`src/rtl/muldiv_sequencer.sv`:
```
// Multi-cycle MULT/MULTU/DIV/DIVU sequencer for the EX stage: radix-2, one bit per cycle,
// owns the HiLo write port and stalls the pipeline around in-flight operations.
module muldiv_sequencer #(
    parameter int DATA_WIDTH = 32
) (
    input  logic                    Clock,
    input  logic                    Reset,
    input  logic                    Start,
    input  logic [1:0]              Op,
    input  logic [DATA_WIDTH-1:0]   OpA,
    input  logic [DATA_WIDTH-1:0]   OpB,
    input  logic                    HiLoReadReq,
    output logic                    Stall,
    output logic                    Busy,
    output logic                    HiLoEn,
    output logic [2*DATA_WIDTH-1:0] HiLoWrite,
    output logic                    DivByZero
);
    localparam int W  = DATA_WIDTH;
    localparam int CW = $clog2(DATA_WIDTH) + 1;

    typedef enum logic [1:0] {IDLE, RUN, DONE} state_t;

    state_t          state;
    logic            op_div;
    logic            neg_res;
    logic            neg_rem;
    logic [W-1:0]    opnd;
    logic [2*W-1:0]  acc;
    logic [CW-1:0]   cnt;

    logic            signed_in;
    logic [W-1:0]    mag_a, mag_b;
    logic [W:0]      mul_sum;
    logic [W:0]      rem_sh, rem_diff;
    logic [2*W-1:0]  mul_next, div_next, step_next;
    logic [W-1:0]    quo, rem;
    logic [2*W-1:0]  prod_fix;
    logic [2*W-1:0]  result;

    assign signed_in = ~Op[0];
    assign mag_a = (signed_in && OpA[W-1]) ? -OpA : OpA;
    assign mag_b = (signed_in && OpB[W-1]) ? -OpB : OpB;

    // opnd holds the multiplicand for multiplies and the divisor for divides
    always_comb begin
        mul_sum   = {1'b0, acc[2*W-1:W]} + (acc[0] ? {1'b0, opnd} : '0);
        mul_next  = {mul_sum, acc[W-1:1]};
        rem_sh    = acc[2*W-1:W-1];
        rem_diff  = rem_sh - {1'b0, opnd};
        if (rem_sh >= {1'b0, opnd})
            div_next = {rem_diff[W-1:0], acc[W-2:0], 1'b1};
        else
            div_next = {rem_sh[W-1:0], acc[W-2:0], 1'b0};
        step_next = op_div ? div_next : mul_next;
        quo       = neg_res ? -step_next[W-1:0]     : step_next[W-1:0];
        rem       = neg_rem ? -step_next[2*W-1:W]   : step_next[2*W-1:W];
        prod_fix  = neg_res ? -step_next : step_next;
        result    = op_div ? {rem, quo} : prod_fix;
    end

    always_ff @(posedge Clock or negedge Reset) begin
        if (!Reset) begin
            state     <= IDLE;
            op_div    <= 1'b0;
            neg_res   <= 1'b0;
            neg_rem   <= 1'b0;
            opnd      <= '0;
            acc       <= '0;
            cnt       <= '0;
            HiLoEn    <= 1'b0;
            DivByZero <= 1'b0;
            HiLoWrite <= '0;
        end else begin
            HiLoEn    <= 1'b0;
            DivByZero <= 1'b0;
            case (state)
                IDLE: begin
                    if (Start) begin
                        op_div  <= Op[1];
                        neg_res <= signed_in & (OpA[W-1] ^ OpB[W-1]);
                        neg_rem <= signed_in & OpA[W-1];
                        cnt     <= '0;
                        if (Op[1]) begin
                            opnd <= mag_b;
                            acc  <= {{W{1'b0}}, mag_a};
                            if (OpB == '0) begin
                                // divide by zero skips the iteration entirely
                                state     <= DONE;
                                HiLoEn    <= 1'b1;
                                DivByZero <= 1'b1;
                                HiLoWrite <= {OpA, {W{1'b1}}};
                            end else begin
                                state <= RUN;
                            end
                        end else begin
                            opnd  <= mag_a;
                            acc   <= {{W{1'b0}}, mag_b};
                            state <= RUN;
                        end
                    end
                end
                RUN: begin
                    acc <= step_next;
                    cnt <= cnt + 1'b1;
                    if (cnt == CW'(W - 1)) begin
                        state     <= DONE;
                        HiLoEn    <= 1'b1;
                        HiLoWrite <= result;
                    end
                end
                DONE:    state <= IDLE;
                default: state <= IDLE;
            endcase
        end
    end

    assign Busy  = (state != IDLE);
    assign Stall = Busy & (Start | HiLoReadReq);

endmodule

```
`config.mk`:
```
export PLATFORM = sky130hd
export DESIGN_NAME = muldiv_sequencer
export DESIGN_NICKNAME = d
export VERILOG_FILES = /design/src/rtl/muldiv_sequencer.sv
export SDC_FILE = /design/constraint.sdc
export NUM_CORES = 1
export LEC_CHECK = 0
export CORE_ASPECT_RATIO = 2
export CORE_UTILIZATION = 37
export CTS_CLUSTER_SIZE = 12
export DETAILED_ROUTE_END_ITERATION = 12
export PLACE_DENSITY = 0.63
export SLEW_MARGIN = 20
export SYNTH_ARGS = -nofsm -noshare
export SYNTH_HDL_FRONTEND = slang
export SYNTH_SLANG_ARGS = --single-unit
```
`constraint.sdc`:
```
create_clock -name Clock -period 6.48 [get_ports Clock]
set_input_delay 1.62 -clock Clock [delete_from_list [all_inputs] [get_ports Clock]]
set_output_delay 1.62 -clock Clock [all_outputs]
set_load 0.01 [all_outputs]
```
==> impl_metrics.ini <==
[global_routing]
global_route.overflow_total = 0
groute.usage.overall = 0.301
grt_first_pass_wirelength_um = 95100
largest_net_degree_at_the_start_of_global_routing = 87
antenna_found_initial = 1
first_global_vias = 16000

[cts]
clk_transition_reported_paths_ns = 0.07
post_cts_resized = 0
cts.path.max_buffers = 2
tritoncts_num_sinks = 173
post_cts_hold_buffer_count = 0
clock_tree.htree_level_count = 4
worstSkewPairLatency_ns = 0.47
tritoncts = done
post_cts_setup_buffers = 0
cts_buf_count = 17
clockRootBuffer = sky130_fd_sc_hd__clkbuf_16

[sta]
unrepaired_setup_endpoints_after_global_routing = false
drv_slew = 0
setup_total_neg_slack_ns = 0
worst_clock_skew_ns = 0.0147
max_freq_mhz = 176
timing.final.crit_share = 0.876
whs_ns = 0.499
report.final.hold_viol_count = 0
setup-violations-final = 0
worst_slew_margin = 0.340
period_minus_slack_ns = 5.68
max_slew.worst_pin.slew_ns = 0.988

[status]
status = complete, no violations

[final_layout]
finish.net_count = 2196
drive_above_1_share = 0.0561
final_cells = 2598
area_added_between_synthesis_and_finish_pct = 16.4

[placement]
total_placed_cells_including_tap_cells = 2566
dp_hpwl_um = 48400
gpl.final_weighted_congestion = 1.00
io_buffer_count = 137

[route]
drc = 0
avgRoutedWirePerCell_um = 24.2
route.final.wire_length_um = 62900
via_count = 15700
vias_per_cell = 6.04
final_antenna_net_count = 0
drt_iter0_drc = 949
drtPass1Iterations = 6

[logic_synthesis]
yosysUniqueCellTypes = 93
synth.most_common_cell = sky130_fd_sc_hd__nand2_1
synth_area_mm2 = 0.0152
dominant_cell_type_by_area_after_synthesis = sky130_fd_sc_hd__dfrtp_1
synth_sequential_area_ratio = 0.285
postSynthNetCount = 2119
yosysWarningCount = 0
yosysTopAreaCellShare = 0.285
synth.cells.most_frequent = sky130_fd_sc_hd__nand2_1 (232), sky130_fd_sc_hd__o21ai_0 (186), sky130_fd_sc_hd__a21oi_1 (178)
synth.area.top_cells = sky130_fd_sc_hd__dfrtp_1 (28%), sky130_fd_sc_hd__o21ai_0 (6.1%), sky130_fd_sc_hd__xnor2_1 (5.9%), sky130_fd_sc_hd__a21oi_1 (5.9%), sky130_fd_sc_hd__nand2_1 (5.7%)
synthesis.area_per_instance_um2 = 7.68
synth_async_sr_flop_share = 1.00
syn_inst = 1978
yosys_register_bits = 173
synth_flop_cell = sky130_fd_sc_hd__dfrtp_1
synth_edf_count = 0

[critical_path]
worst-endpoint-arrival_ns = 6.02
cp.required_ns = 6.82
worst-path-max-fanout = 7
worstSetupEndpointType = flop
worst_setup_path_start_kind = flop
critical_path_class = flop to flop

[floorplanning]
floorplan.die_area_mm2 = 0.0419
floorplan.die.width_um = 145
core.rowCount = 104
die_height_um = 289
io_pins = 138
placeableCoreArea_mm2 = 0.0403
initial_utilization = 0.377

[min_path]
hold_path.class = flop to flop

[job]
cap_violations = 0
-- metal layers --
layer	global-route usage	vias to the layer above	routed length [µm]
li1	-	7280	-
met1	0.294	7546	21500
met2	0.553	644	32600
met3	0.0428	229	2960
met4	0.271	0	5900
met5	0	-	0
-- final timing paths --
| check | start | end | slack, ns | cells after the start |
|---|---|---|---|---|
| max reg2reg | acc[41]$_DFFE_PN0P_ | HiLoWrite[60]$_DFFE_PN0P_ | 0.80 | 21 |
| min in group asynchronous | Reset | acc[61]$_DFFE_PN0P_ | 1.14 | 1 |
| min reg2reg | HiLoWrite[37]$_DFFE_PN0P_ | HiLoWrite[37]$_DFFE_PN0P_ | 0.50 | 2 |
| min | HiLoWrite[37]$_DFFE_PN0P_ | HiLoWrite[37]$_DFFE_PN0P_ | 0.50 | 2 |
| max in group asynchronous | Reset | op_div$_DFFE_PN0P_ | 4.02 | 2 |
| max | acc[41]$_DFFE_PN0P_ | HiLoWrite[60]$_DFFE_PN0P_ | 0.80 | 21 |
-- final cells by class --
| type | count | area [µm²] |
|---|---|---|
| fillers | 4147 | 22600 |
| multi-input cells | 1621 | 10200 |
| flip-flops and latches | 173 | 4330 |
| repair buffers | 176 | 1670 |
| well taps | 530 | 663 |
| clock buffers | 18 | 429 |
| inverters | 66 | 248 |
| clock inverters | 13 | 190 |
| diodes | 1 | 2.50 |
-- layout by cell type, fill, tap and decap left out, types with 38 or more instances in the layout --
| cell | count |
|---|---|
| sky130_fd_sc_hd__a21oi_1 | 178 |
| sky130_fd_sc_hd__buf_4 | 40 |
| sky130_fd_sc_hd__clkdlybuf4s50_1 | 135 |
| sky130_fd_sc_hd__dfrtp_1 | 172 |
| sky130_fd_sc_hd__ha_1 | 69 |
| sky130_fd_sc_hd__inv_1 | 64 |
| sky130_fd_sc_hd__mux2i_1 | 38 |
| sky130_fd_sc_hd__nand2_1 | 231 |
| sky130_fd_sc_hd__nand3_1 | 68 |
| sky130_fd_sc_hd__nor2_1 | 173 |
| sky130_fd_sc_hd__nor3_1 | 50 |
| sky130_fd_sc_hd__o21ai_0 | 186 |
| sky130_fd_sc_hd__xnor2_1 | 102 |
| sky130_fd_sc_hd__xor2_1 | 61 |
-- critical path, stage by stage, from the launching register on --
cell and delay (ns):
sky130_fd_sc_hd__dfrtp_1 0.41, sky130_fd_sc_hd__ha_1 0.37, sky130_fd_sc_hd__a21oi_1 0.31, sky130_fd_sc_hd__o21ai_0 0.20
sky130_fd_sc_hd__a21oi_1 0.31, sky130_fd_sc_hd__o211a_1 0.24, sky130_fd_sc_hd__o211ai_4 0.08, sky130_fd_sc_hd__nand2_1 0.16
sky130_fd_sc_hd__a21boi_0 0.44, sky130_fd_sc_hd__ha_1 0.27, sky130_fd_sc_hd__o21ai_0 0.11, sky130_fd_sc_hd__or4_1 0.48
sky130_fd_sc_hd__nor3_1 0.22, sky130_fd_sc_hd__nand4_1 0.37, sky130_fd_sc_hd__or2_2 0.49, sky130_fd_sc_hd__nand2_1 0.17
sky130_fd_sc_hd__nand2_1 0.08, sky130_fd_sc_hd__nor4b_1 0.29, sky130_fd_sc_hd__a41oi_1 0.19, sky130_fd_sc_hd__xor2_1 0.20
sky130_fd_sc_hd__nor2_1 0.09, sky130_fd_sc_hd__o21ai_1 0.07
-- logic make-up (layout without fill, tap and decap cells) --
| group | count (synthesis) | after routing | synth area share |
|---|---|---|---|
| and+or+nand+nor | 704 | 704 | 0.219 |
| AOI/OAI and AO/OA | 639 | 639 | 0.265 |
| buffers and inverters | 184 | 273 | 0.0483 |
| DFF | 173 | 173 | 0.285 |
| xor gates and xnor gates | 163 | 163 | 0.0939 |
| adders and majority gates | 71 | 71 | 0.0594 |
| muxes | 44 | 44 | 0.0295 |
| other | 0 | 1 | 0 |
-- sequential cells by signal (all words and copies together) (netlist names) --
| register | count |
|---|---|
| HiLoEn | 1 |
| state | 2 |
| neg_res | 1 |
| cnt | 6 |
| acc | 64 |
| HiLoWrite | 64 |
| DivByZero | 1 |
| opnd | 32 |
| op_div | 1 |
| neg_rem | 1 |
-- per-stage QoR --
step	cell area (µm²)	util	worst slack [ns]
after global routing	17700	0.439	0.476
after floorplan	15200	-	1.25
after CTS	17700	0.439	0.925
after global placement	17100	0.423	1.04
final	17700	0.439	0.803
after detailed placement	17100	0.423	0.962
Power is not shown: default switching activity piles up to over one toggle a cycle in this logic, so the estimate is an artifact.
